### config.mk
export PLATFORM = sky130hd
export DESIGN_NAME = uart_rx_fsm
export DESIGN_NICKNAME = d
export VERILOG_FILES = /design/src/rtl/uart_rx_fsm.sv
export SDC_FILE = /design/constraint.sdc
export NUM_CORES = 1
export LEC_CHECK = 0
export ABC_AREA = 1
export CAP_MARGIN = 20
export CORE_ASPECT_RATIO = 0.75
export CORE_MARGIN = 10
export CORE_UTILIZATION = 25
export DETAILED_ROUTE_END_ITERATION = 7
export MAX_ROUTING_LAYER = met4
export PLACE_DENSITY = 0.38
export SETUP_SLACK_MARGIN = 0.3
export SLEW_MARGIN = 20
export SYNTH_ARGS = -nofsm -noshare
export SYNTH_HDL_FRONTEND = slang
export SYNTH_SLANG_ARGS = --single-unit
### constraint.sdc
create_clock -name clk -period 1.89 [get_ports clk]
set_input_delay 0.378 -clock clk [delete_from_list [all_inputs] [get_ports clk]]
set_output_delay 0.378 -clock clk [all_outputs]
set_load 0.005 [all_outputs]
### src/rtl/uart_rx_fsm.sv
// UART receiver FSM: samples rx at mid-bit after an upstream start-edge pulse,
// shifts data LSB-first, optionally checks parity, and reports each completed frame.
module uart_rx_fsm #(
   parameter int CLKS_PER_BIT = 16,
   parameter int DATA_BITS    = 8,
   parameter int PARITY_EN    = 0,
   parameter int PARITY_ODD   = 0
) (
   input  logic                 clk,
   input  logic                 rst,
   input  logic                 rx,
   input  logic                 start_edge,
   output logic [DATA_BITS-1:0] rx_data,
   output logic                 rx_valid,
   output logic                 parity_err,
   output logic                 frame_err,
   output logic                 busy
);

   localparam int CW = $clog2(CLKS_PER_BIT);
   localparam int BW = $clog2(DATA_BITS);
   localparam logic [CW-1:0] HALF_M1  = CW'(CLKS_PER_BIT / 2 - 1);
   localparam logic [CW-1:0] FULL_M1  = CW'(CLKS_PER_BIT - 1);
   localparam logic [BW-1:0] LAST_BIT = BW'(DATA_BITS - 1);
   localparam logic          ODD      = (PARITY_ODD != 0);

   typedef enum logic [2:0] {
      S_IDLE,
      S_START,
      S_DATA,
      S_PARITY,
      S_STOP
   } state_t;

   state_t               state_q, state_d;
   logic [CW-1:0]        baud_q, baud_d;
   logic [BW-1:0]        bit_q, bit_d;
   logic [DATA_BITS-1:0] shift_q, shift_d;
   logic                 par_err_q, par_err_d;
   logic [DATA_BITS-1:0] rx_data_q, rx_data_d;
   logic                 rx_valid_q, rx_valid_d;
   logic                 parity_err_q, parity_err_d;
   logic                 frame_err_q, frame_err_d;
   logic                 baud_wrap;

   assign baud_wrap = (baud_q == FULL_M1);

   always_comb begin
      state_d      = state_q;
      baud_d       = baud_q;
      bit_d        = bit_q;
      shift_d      = shift_q;
      par_err_d    = par_err_q;
      rx_data_d    = rx_data_q;
      rx_valid_d   = 1'b0;
      parity_err_d = parity_err_q;
      frame_err_d  = frame_err_q;

      case (state_q)
         S_IDLE: begin
            if (start_edge) begin
               state_d = S_START;
               baud_d  = '0;
            end
         end
         S_START: begin
            // Half a bit period lands the start-bit check at mid-bit; all later
            // samples are a whole period apart and therefore also mid-bit.
            if (baud_q == HALF_M1) begin
               baud_d  = '0;
               bit_d   = '0;
               state_d = rx ? S_IDLE : S_DATA;
            end else begin
               baud_d = baud_q + 1'b1;
            end
         end
         S_DATA: begin
            if (baud_wrap) begin
               baud_d  = '0;
               shift_d = {rx, shift_q[DATA_BITS-1:1]};
               bit_d   = bit_q + 1'b1;
               if (bit_q == LAST_BIT) begin
                  state_d = (PARITY_EN != 0) ? S_PARITY : S_STOP;
               end
            end else begin
               baud_d = baud_q + 1'b1;
            end
         end
         S_PARITY: begin
            if (baud_wrap) begin
               baud_d    = '0;
               par_err_d = (^shift_q) ^ rx ^ ODD;
               state_d   = S_STOP;
            end else begin
               baud_d = baud_q + 1'b1;
            end
         end
         S_STOP: begin
            if (baud_wrap) begin
               baud_d       = '0;
               state_d      = S_IDLE;
               rx_data_d    = shift_q;
               frame_err_d  = ~rx;
               parity_err_d = (PARITY_EN != 0) ? par_err_q : 1'b0;
               rx_valid_d   = 1'b1;
            end else begin
               baud_d = baud_q + 1'b1;
            end
         end
         default: begin
            state_d = S_IDLE;
            baud_d  = '0;
         end
      endcase
   end

   always_ff @(posedge clk) begin
      if (rst) begin
         state_q      <= S_IDLE;
         baud_q       <= '0;
         bit_q        <= '0;
         shift_q      <= '0;
         par_err_q    <= 1'b0;
         rx_data_q    <= '0;
         rx_valid_q   <= 1'b0;
         parity_err_q <= 1'b0;
         frame_err_q  <= 1'b0;
      end else begin
         state_q      <= state_d;
         baud_q       <= baud_d;
         bit_q        <= bit_d;
         shift_q      <= shift_d;
         par_err_q    <= par_err_d;
         rx_data_q    <= rx_data_d;
         rx_valid_q   <= rx_valid_d;
         parity_err_q <= parity_err_d;
         frame_err_q  <= frame_err_d;
      end
   end

   assign rx_data    = rx_data_q;
   assign rx_valid   = rx_valid_q;
   assign parity_err = parity_err_q;
   assign frame_err  = frame_err_q;
   assign busy       = (state_q != S_IDLE);

endmodule

# ---- Yosys cells after proc, flatten, opt, wreduce, memory -nomap -nowiden
# Cells that the tools add are included.
dict set report op_classes {
  addsub 2
  n_eq_ne 13
  mux 16
  bitwise 2
  reduce_logical 9
}
# op n
set ops {}
lappend ops {{$mux 3} 8}
lappend ops {{$pmux 3 s5} 1}
lappend ops {{$mux 4} 3}
lappend ops {{$ne 2x2->1 const B} 6}
lappend ops {{$pmux 4 s3} 1}
lappend ops {{$eq 3x2->1 const B} 2}
lappend ops {{$eq 3x3->1 const B} 2}
lappend ops {{$pmux 3 s2} 1}
lappend ops {{$reduce_and 6->1} 1}
lappend ops {{$add 4x1->4 const B} 1}
lappend ops {{$eq 4x3->1 const B} 1}
lappend ops {{$eq 4x4->1 const B} 1}
lappend ops {{$reduce_and 2->1} 2}
lappend ops {{$add 3x1->3 const B} 1}
lappend ops {{$eq 3x1->1 const B} 1}
lappend ops {{$logic_not 3->1} 1}
lappend ops {{$reduce_and 3->1} 1}
lappend ops {{$reduce_bool 3->1} 1}
lappend ops {{$reduce_or 3->1} 1}
lappend ops {{$mux 2} 1}
lappend ops {{$not 1->1} 2}
lappend ops {{$reduce_bool 2->1} 1}
lappend ops {{$reduce_or 2->1} 1}
lappend ops {{$mux 1} 1}
dict set report totals {
  ff_bits 28
  input_bits 4
  output_inout_bits 12
}

# ---- Longest topological paths before layout
dict set report depth {
  word_depth 4
  mapped_depth 10
  mapped_depth_nobuf 10
}

# ---- Worst setup path after synthesis
# OpenSTA, ideal clock, no wires.
dict set report synth_timing {
  path_kind {register -> register}
  start {reg baud_q[0]}
  end {reg state_q[1]}
  setup_ns 0.062
  arrival_time_ns 1.266
  setup_slack_ns 0.563
  path_stages_with_launch 9
  path_cell_list {dfxtp_1 ha_1 nand2_2 nor2_1 nor2_4 nor2_8 nand3_4 and2_4 nor2_2}
}
dict set report synth_between {
  elab_chain_len 3
}
# item line_no
set synth_rtl {}
lappend synth_rtl {{start, declared} 36} ;# logic [CW-1:0] baud_q, baud_d;
lappend synth_rtl {{start signal, assigned} 130} ;# baud_q <= baud_d;
lappend synth_rtl {{$eq 4x3->1 / $eq 4x4->1 (equally long branches)} {69, 46}}
lappend synth_rtl {{$ne 2x2->1 (no source line)} -}
lappend synth_rtl {{$reduce_and 6->1 (no source line) (*)} -}
lappend synth_rtl {{end signal, assigned} 129} ;# state_q <= state_d;
lappend synth_rtl {{end, declared} 35} ;# state_t state_q, state_d;
# Mark *: on every way between the ends. The rest lies on a longest branch, timed or not.
# A chain may end at the register's enable or synchronous reset.

# ---- Final worst setup path
dict set report layout_timing {
  start {reg state_q[0]}
  end {out busy}
}
dict set report layout_between {
  elab_chain_len 1
}
# item line_no
set layout_rtl {}
lappend layout_rtl {{$reduce_bool 3->1} 145} ;# assign busy = (state_q != S_IDLE);
lappend layout_rtl {{end, declared} 17} ;# output logic busy
# Every way passes these cells.

==> flow_metrics.py <==
metrics = {
    "route": {
        "vias_per_cell": 4.21,
        "wl_per_cell_um": 11.5,
        "final_antenna_net_count": 0,
        "finalWirelength_mm": 2.86,
        "drc": 0,
        "first_pass_iters": 4,
        "vias": 1043,
        "drt-initial-drc-count": 40,
    },
    "worst_setup_path": {
        "required_ns": 1.51,
        "crit_path_end_kind": "primary output",
        "slowest_delay_ns": 0.37,
        "critPathKind": "reg -> out",
        "r2r_slack_ns": 0.46,
        "r2r.worst_path.cells": 10,
        "cp_slowest_cell": "dfxtp_4",
        "crit_start": "state_q[0]$_SDFFE_PP0P_",
        "crit_chain": "inv_1, nand2_1, dlygate4sd2_1",
        "critical_path.max_fanout": 4,
        "r2r-start": "baud_q[0]$_SDFFE_PP0P_",
        "arrival_ns": 1.14,
        "startpoint_type": "register",
        "crit_buf_inv": 2,
        "reg2reg_to": "bit_q[2]$_SDFFE_PP0P_",
        "crit_family": "buffers and inverters",
    },
    "logic_synthesis": {
        "synth_edf_count": 0,
        "ys_seq_elements": 28,
        "syn_nets": 177,
        "yosysSeqAreaShare_pct": 43.0,
        "synth.most_common_cell": "nor2_1",
        "syn_inst": 170,
        "syn_area_per_cell_um2": 7.66,
        "synth_top_cells_by_count": "nor2_1, dfxtp_1, nand2_1",
        "synth_cell_type_count": 26,
        "netlist_area_mm2": 0.00130,
        "async_reset_ff_share_pct": 0,
        "synth_top_area_share_pct": 43.0,
        "synth.area.top_cells": "dfxtp_1, nor2_1, o21ai_0, nand2_1, nor2_4",
        "ys.flop_type": "dfxtp_1",
        "synth_top_area_cell": "dfxtp_1",
        "ys.warnings.count": 0,
    },
    "global_route": {
        "antenna_found_initial": 0,
        "first_global_vias": 1032,
        "grt.total_usage_pct": 7.72,
        "grt_pass1_wl_mm": 5.00,
        "gr-total-overflow": 0,
        "grt_start_max_net_pins": 25,
    },
    "timing": {
        "final-hold-violation-count": 0,
        "setup_viol": 0,
        "rsz0062_at_grt": "true",
        "skew_ns": 0.00216,
        "period_share_pct": 80.1,
        "fmax_mhz": 660,
        "drv_slew": 0,
        "min_period_ns": 1.51,
        "fin_setup_tns_ns": 0,
        "whs_ns": 0.476,
    },
    "floorplan": {
        "rows": 22,
        "die_area_mm2": 0.00853,
        "die_y_um": 82.5,
        "design.core.area_mm2": 0.00495,
        "initial_core_util_pct": 26.3,
        "die_x_um": 103,
        "num_io_pins": 16,
    },
    "clock_tree": {
        "cts-root-buf": "clkbuf_8",
        "insertion_delay_ns": 0.27,
        "cts_sinks": 28,
        "cts_tree": "done",
        "cts_buffers": 3,
        "postCtsHoldBufs": 0,
        "clockBufferDepth": 2,
        "h-tree-depth": 1,
        "clk_pin_slew_ns": 0.09,
    },
    "min_path": {
        "whs_path_depth": 1,
        "hold_path.class": "reg -> reg",
        "hold_path.startpoint": "bit_q[0]$_SDFFE_PP0P_",
        "hold_path_end": "bit_q[0]$_SDFFE_PP0P_",
    },
    "cells_and_area": {
        "drive_above_1_share_pct": 20.2,
        "area_growth_pct": 23.1,
        "layout.nets": 196,
        "n_antenna_cell": 0,
    },
    "placed_design": {
        "port_buffers": 14,
        "dp_hpwl_mm": 2.11,
        "gp_congestion": 0.763,
    },
    "power_and_ir_drop": {
        "powerDensity_mw_per_mm2": 1050,
        "power.leakage_nw": 0.768,
        "vdd_drop_max_mv": 0.329,
    },
    "flow_run": {
        "max-cap-violations": 0,
    },
    "status": {
        "status": "complete, no violations",
    },
}
[metrics by stage]
step / setup slack [ns] / instance area [um^2] / std cells / power, mW / util (%)
floorplan: 0.563 / 1300 / 170 / 1.17 / -
global placement: 0.345 / 1530 / 243 / 1.32 / 30.8
detailed placement: 0.323 / 1530 / 243 / 1.32 / 30.8
CTS: 0.332 / 1580 / 247 / 1.69 / 32.0
global route: 0.298 / 1600 / 248 / 1.82 / 32.3
finish: 0.376 / 1600 / 248 / 1.69 / 32.3
[per-layer routing]
metal | vias to the layer above | global-route usage (%) | routed length [um]
li1 | 567 | - | -
met1 | 460 | 10.4 | 1610
met2 | 14 | 11.0 | 1140
met3 | 2 | 2.57 | 98
met4 | 0 | 1.25 | 16
met5 | - | - | 0
[power breakdown]
group	total, mW	internal [mW]	switching [mW]
Clock	0.367	0.186	0.181
Combinational	0.627	0.252	0.375
Sequential	0.691	0.643	0.0477
[worst register-to-register path, stage by stage, from the launching register on]
cell and delay, ns:
dfxtp_2 0.37, ha_2 0.19, nand2_2 0.08, nor2_1 0.19, nor2_4 0.08, nor2_8 0.16, nand2_4 0.08, inv_2 0.06
nand2_1 0.04, nand2_1 0.06, nor2_2 0.03
[sequential cells by signal, indices dropped and copies added (netlist names)]
signal and flops:
rx_data 8, shift_q 8, baud_q 4, bit_q 3, state_q 3, frame_err 1
rx_valid 1
[logic make-up (layout without fill, tap and decap cells)]
| logic type | Yosys count | after routing | share of synthesized area, % |
|---|---|---|---|
| flip-flops | 28 | 28 | 43.0 |
| buffers and inverters | 25 | 43 | 8.45 |
| adder cells (fa/ha/maj) | 3 | 3 | 2.88 |
| AND/OR/NAND/NOR | 85 | 85 | 33.8 |
| AO/OA/AOI/OAI | 26 | 26 | 10.2 |
| other | 1 | 1 | 0.288 |
| XOR/XNOR | 2 | 2 | 1.35 |
[layout make-up]
type | count | area (um^2)
repair buffers | 19 | 193
flip-flops and latches | 28 | 568
well taps | 60 | 75.1
clock buffers | 4 | 55.1
fillers | 528 | 3350
multi-input cells | 117 | 637
inverters | 20 | 75.1
[worst max-delay path by stage]
stage / endpoint / cells past startpoint
after floorplan: state_q[1]$_SDFFE_PP0P_ / 8
after global placement: busy / 3
after detailed placement: busy / 3
after CTS: busy / 3
after global routing: busy / 3
final: busy / 3
[layout by cell type (no fill, tap or decap), drive strengths merged]
cell type,n
a21oi,5
and2,1
buf,5
clkbuf,4
clkdlybuf4s50,13
conb,1
dfxtp,28
dlygate4sd2,1
ha,3
inv,20
nand2,26
nand3,8
nand4,2
nor2,48
o211ai,1
o21ai,20
xor2,2
[timing repair]
| item | CTS | global route |
|---|---|---|
| pin swaps | 0 | 1 |
| hold endpoints to repair | 0 | 0 |
| setup endpoints to repair | 1 | 16 |
| resized for setup | 4 | 5 |
| buffers inserted | 0 | 1 |
(Power assumes the default switching activity.)
==> RTL change 1, RTL diff (same flow settings) <==
Register the inputs `rx` and `start_edge` before use, cleared by the reset. The logic sees them one clock later.
--- a/src/rtl/uart_rx_fsm.sv
+++ b/src/rtl/uart_rx_fsm.sv
@@ -33,4 +33,17 @@
    } state_t;
 
+   logic rx_q;
+   logic start_edge_q;
+
+   always_ff @(posedge clk) begin
+      if (rst) begin
+         rx_q         <= '0;
+         start_edge_q <= '0;
+      end else begin
+         rx_q         <= rx;
+         start_edge_q <= start_edge;
+      end
+   end
+
    state_t               state_q, state_d;
    logic [CW-1:0]        baud_q, baud_d;
@@ -59,5 +72,5 @@
       case (state_q)
          S_IDLE: begin
-            if (start_edge) begin
+            if (start_edge_q) begin
                state_d = S_START;
                baud_d  = '0;
@@ -70,5 +83,5 @@
                baud_d  = '0;
                bit_d   = '0;
-               state_d = rx ? S_IDLE : S_DATA;
+               state_d = rx_q ? S_IDLE : S_DATA;
             end else begin
                baud_d = baud_q + 1'b1;
@@ -78,5 +91,5 @@
             if (baud_wrap) begin
                baud_d  = '0;
-               shift_d = {rx, shift_q[DATA_BITS-1:1]};
+               shift_d = {rx_q, shift_q[DATA_BITS-1:1]};
                bit_d   = bit_q + 1'b1;
                if (bit_q == LAST_BIT) begin
@@ -90,5 +103,5 @@
             if (baud_wrap) begin
                baud_d    = '0;
-               par_err_d = (^shift_q) ^ rx ^ ODD;
+               par_err_d = (^shift_q) ^ rx_q ^ ODD;
                state_d   = S_STOP;
             end else begin
@@ -101,5 +114,5 @@
                state_d      = S_IDLE;
                rx_data_d    = shift_q;
-               frame_err_d  = ~rx;
+               frame_err_d  = ~rx_q;
                parity_err_d = (PARITY_EN != 0) ? par_err_q : 1'b0;
                rx_valid_d   = 1'b1;
Formal check against the unedited RTL: not equivalent (a bounded check fails within 4 cycles, from zero or initial values and one cycle with rst high).
==> RTL change 1 against the original RTL <==
- total power increased by 0.69%
- worst setup slack got worse by 0.017 ns
- design area is 4.1% higher
- non-clock buffer count is 2 lower
- clock power increased by 47%
- cell count rose by 12%
- sequential share of layout area rose by 0.79 points
- sequential cell count is 2 higher
- hold slack lost 0.034 ns
- wire length grew 5.9%
- largest power group unchanged
- largest cell class unchanged
- sequential power is 3.2% higher
- combinational power down 29%
- critical path depth did not move
- area after synthesis grew 3.2%
==> RTL change 1: results (changes against the original RTL) <==
status finished clean (unchanged); htree depth 2 (was 1); multi-input gates 125 (was 117); worst vdd rail ir drop 0.367 mV (was 0.329 mV); Fillers 563 (was 528); via/cell ratio 4.12 (was 4.21); Leak 0.780 nW (was 0.768 nW); Layout clock area frac 5.48% (was 3.43%); fraction of area in multi-input gates 37.6% (was 39.7%); Synth Instances 184 (was 170); maximum clock frequency 653 MHz (was 660 MHz); final clock skew 0.0122 ns (was 0.00216 ns); Post-Layout Inst Area 1670 µm² (was 1600 µm²); synthesized net count 191 (was 177); synth unique cells 24 (was 26); ratio of cells with drive above 1 in the final layout 14.8% (was 20.2%); cells on worst reg2reg path 8 (was 10); register area share after synthesis 44.7% (was 43.0%); tap cell count 75 (was 60); bufs w/o clock 17 (was 19); Synth area leaders dfxtp_1, nor2_1, nand2_1 (was dfxtp_1, nor2_1, o21ai_0); Starting DRT DRC Count 29 (was 40); largest net degree at the start of global routing 24 (was 25); Vias 1146 (was 1043); Seq area share 36.2% (was 35.4%); dpl ws 0.174 ns (was 0.323 ns); Seq Cell Count 30 (was 28); switching share of power 34.0% (was 35.8%); TritonCTS Buffers 5 (was 3); WL per Instance 10.9 µm (was 11.5 µm); NonClk Buf Share 9.68% (was 12.0%); post_cts resized 5 (was 4); max incr delay on CP 0.35 ns (was 0.37 ns); Seq pwr share 42.0% (was 41.0%); overall routing resource usage 7.47% (was 7.72%); clk slew on worst S/H paths 0.07 ns (was 0.09 ns); Worst Hold Slack 0.441 ns (was 0.476 ns)
RTL change 1: layer usage:
| layer | vias to the layer above | track usage, % | share of wire [%] |
|---|---|---|---|
| met4 | 0 | 2.99 | 0.59 |
| li1 | 612 | - | - |
| met5 | - | - | 0 |
| met1 | 511 | 9.77 | 56 |
| met2 | 21 | 10.2 | 39 |
| met3 | 2 | 2.62 | 4.0 |
RTL change 1: logic make-up after synthesis:
group | after synthesis | synth area share, %
other cells | 1 | 0.279
buf+inv | 29 | 9.40
compound gates | 29 | 12.1
fa+ha+maj | 3 | 2.79
flops | 30 | 44.7
simple gates | 92 | 30.7
RTL change 1: worst max-delay path, delay by kind of cell, from the launching register on:
| kind | cells | cell delay (ns) |
|---|---|---|
| buffers and inverters | 1 | 0.28 |
| AND/OR/NAND/NOR | 2 | 0.24 |
| flip-flops | 1 | 0.35 |
==> RTL change 2, RTL diff (same settings) <==
Without the edit above. Set the parameter `CLKS_PER_BIT` to 8 (it was 16).
--- a/src/rtl/uart_rx_fsm.sv
+++ b/src/rtl/uart_rx_fsm.sv
@@ -2,5 +2,5 @@
 // shifts data LSB-first, optionally checks parity, and reports each completed frame.
 module uart_rx_fsm #(
-   parameter int CLKS_PER_BIT = 16,
+   parameter int CLKS_PER_BIT = 8,
    parameter int DATA_BITS    = 8,
    parameter int PARITY_EN    = 0,
Behaviour: not the same (a bounded check fails within 10 cycles, from zero or initial values and one cycle with rst high).
==> RTL change 2 against the original RTL <==
- total power down 2.4%
- register-to-register slack worse by 0.05 ns
- sequential cell count down 1
- worst setup slack better by 0.012 ns
- area after synthesis down 6.5%
- wire length down 4.4%
- sequential share of layout area up 1.1 points
- hold slack worse by 0.011 ns
- global-route usage down 0.27 points
- design area down 6.3%
- via count down 0.38%
- first-iteration DRC count up 20%
==> RTL change 2: results (changes against the original RTL) <==
status finished clean (unchanged); max incr delay on CP 0.36 ns; Worst Setup SP state_q[1] (was state_q[0]); htree depth 1 (unchanged); overall routing resource usage 7.45% (was 7.72%); Placed Instance Area 1420 µm² (was 1530 µm²); GPL Wtd Cong 0.757 (was 0.763); clk slew on worst S/H paths 0.09 ns (about the same); TritonCTS Buffers 3 (unchanged); Clk Latency, worst-skew pair 0.27 ns (about the same); Setup Viol. Count Final 0 (unchanged); min-delay src bit_q[0] (unchanged); vias in the first global route 1026 (was 1032); final clock skew 0.00285 ns (was 0.00216 ns); Nets 192 (was 196); dpl ws 0.291 ns (was 0.323 ns); Sw Pwr 0.636 mW (was 0.604 mW); first-pass GRT wire length 4840 µm (was 5000 µm); via/cell ratio 4.38 (was 4.21); register area share after synthesis 44.4% (was 43.0%); Mean Syn Cell Area 7.47 µm² (was 7.66 µm²); Worst path slowest cell dfxtp_2 (was dfxtp_4); Worst path top cell family by delay flip-flops (was buffers and inverters); Primary FF master, synth dfxtp_1 (unchanged); asr flop ratio synth 0% (unchanged); ratio of cells with drive above 1 in the final layout 12.8% (was 20.2%); synth unique cells 20 (was 26); worst vdd rail ir drop 0.366 mV (was 0.329 mV); largest net degree at the start of global routing 15 (was 25); Port Buffers 14 (unchanged); Max Root-Sink Buffers 2 (unchanged); Starting DRT DRC Count 48 (was 40); clock root cell clkbuf_8 (unchanged); HPWL after DPL 2030 µm (was 2110 µm); first drt pass iteration count 4 (unchanged); WP data arrival 1.12 ns (was 1.14 ns); Synth area leaders dfxtp_1, nand2_1, ha_1 (was dfxtp_1, nor2_1, o21ai_0); Final Non-Filler Cells 237 (was 248); Leak 0.649 nW (was 0.768 nW); Synth Warn # 0 (unchanged); Worst Hold Slack 0.464 ns (was 0.476 ns); n_diodes 0 (unchanged); crit-path max FO 5 (was 4); Routed WL 2740 µm (was 2860 µm); Hold Crit Class reg2reg (unchanged); synthesized net count 174 (was 177); Inst Count DP 232 (was 243); top cells by count, synth nand2_1, dfxtp_1, nor2_1 (was nor2_1, dfxtp_1, nand2_1)
==> RTL change 2: changes by cell type in the layout (fill, tap and decap cells not counted), moves of 4 or more <==
cell	unedited run	this run
nor2_1	39	19
nand2_1	20	33
a21oi_1	5	16
nand3_1	6	15
o21ai_0	17	11
ha_1	2	6
inv_2	6	2
==> RTL change 2: power by group through the flow <==
| stage | registers, mW | logic (mW) | clock network (mW) |
|---|---|---|---|
| global route | 0.691 | 0.730 | 0.374 |
| CTS | 0.671 | 0.624 | 0.354 |
| floorplan | 0.672 | 0.460 | 0 |
| global placement | 0.686 | 0.612 | 0 |
| detailed placement | 0.683 | 0.602 | 0 |
| finish | 0.684 | 0.626 | 0.335 |
==> RTL change 2: cell families after synthesis <==
logic type	synth area share (%)
flip-flops	44.4
AO/OA/AOI/OAI	12.7
buffers and inverters	7.71
AND/OR/NAND/NOR	27.6
other	0.308
adder cells (fa/ha/maj)	7.19
==> RTL change 2: final timing paths <==
path / depth (start not counted) / end / slack (ns)
max: 3 / busy / 0.39
max reg2reg: 9 / state_q[0] / 0.41
min: 1 / bit_q[0] / 0.46
min reg2reg: 1 / bit_q[0] / 0.46
==> RTL change 2: final cells by class <==
cell class	instances	area, µm²
repair buffers	18	169
inverters	17	63.8
flip-flops and latches	27	549
multi-input cells	114	603
well taps	57	71.3
fillers	500	3070
clock buffers	4	45.0
==> RTL change 2: timing repair <==
item,in CTS,in global routing
gates resized for setup,6,5
hold endpoints to repair,0,0
endpoints found under the setup margin,1,11
hold buffers,0,0
setup buffers,1,0
pin swaps,0,2
==> RTL change 2: metal layers <==
layer	global-route usage [%]	wire length (µm)	vias to the layer above
li1	-	-	555
met1	9.81	1520	472
met2	10.1	1080	10
met3	2.99	115	2
met4	2.11	14	0
met5	-	0	-
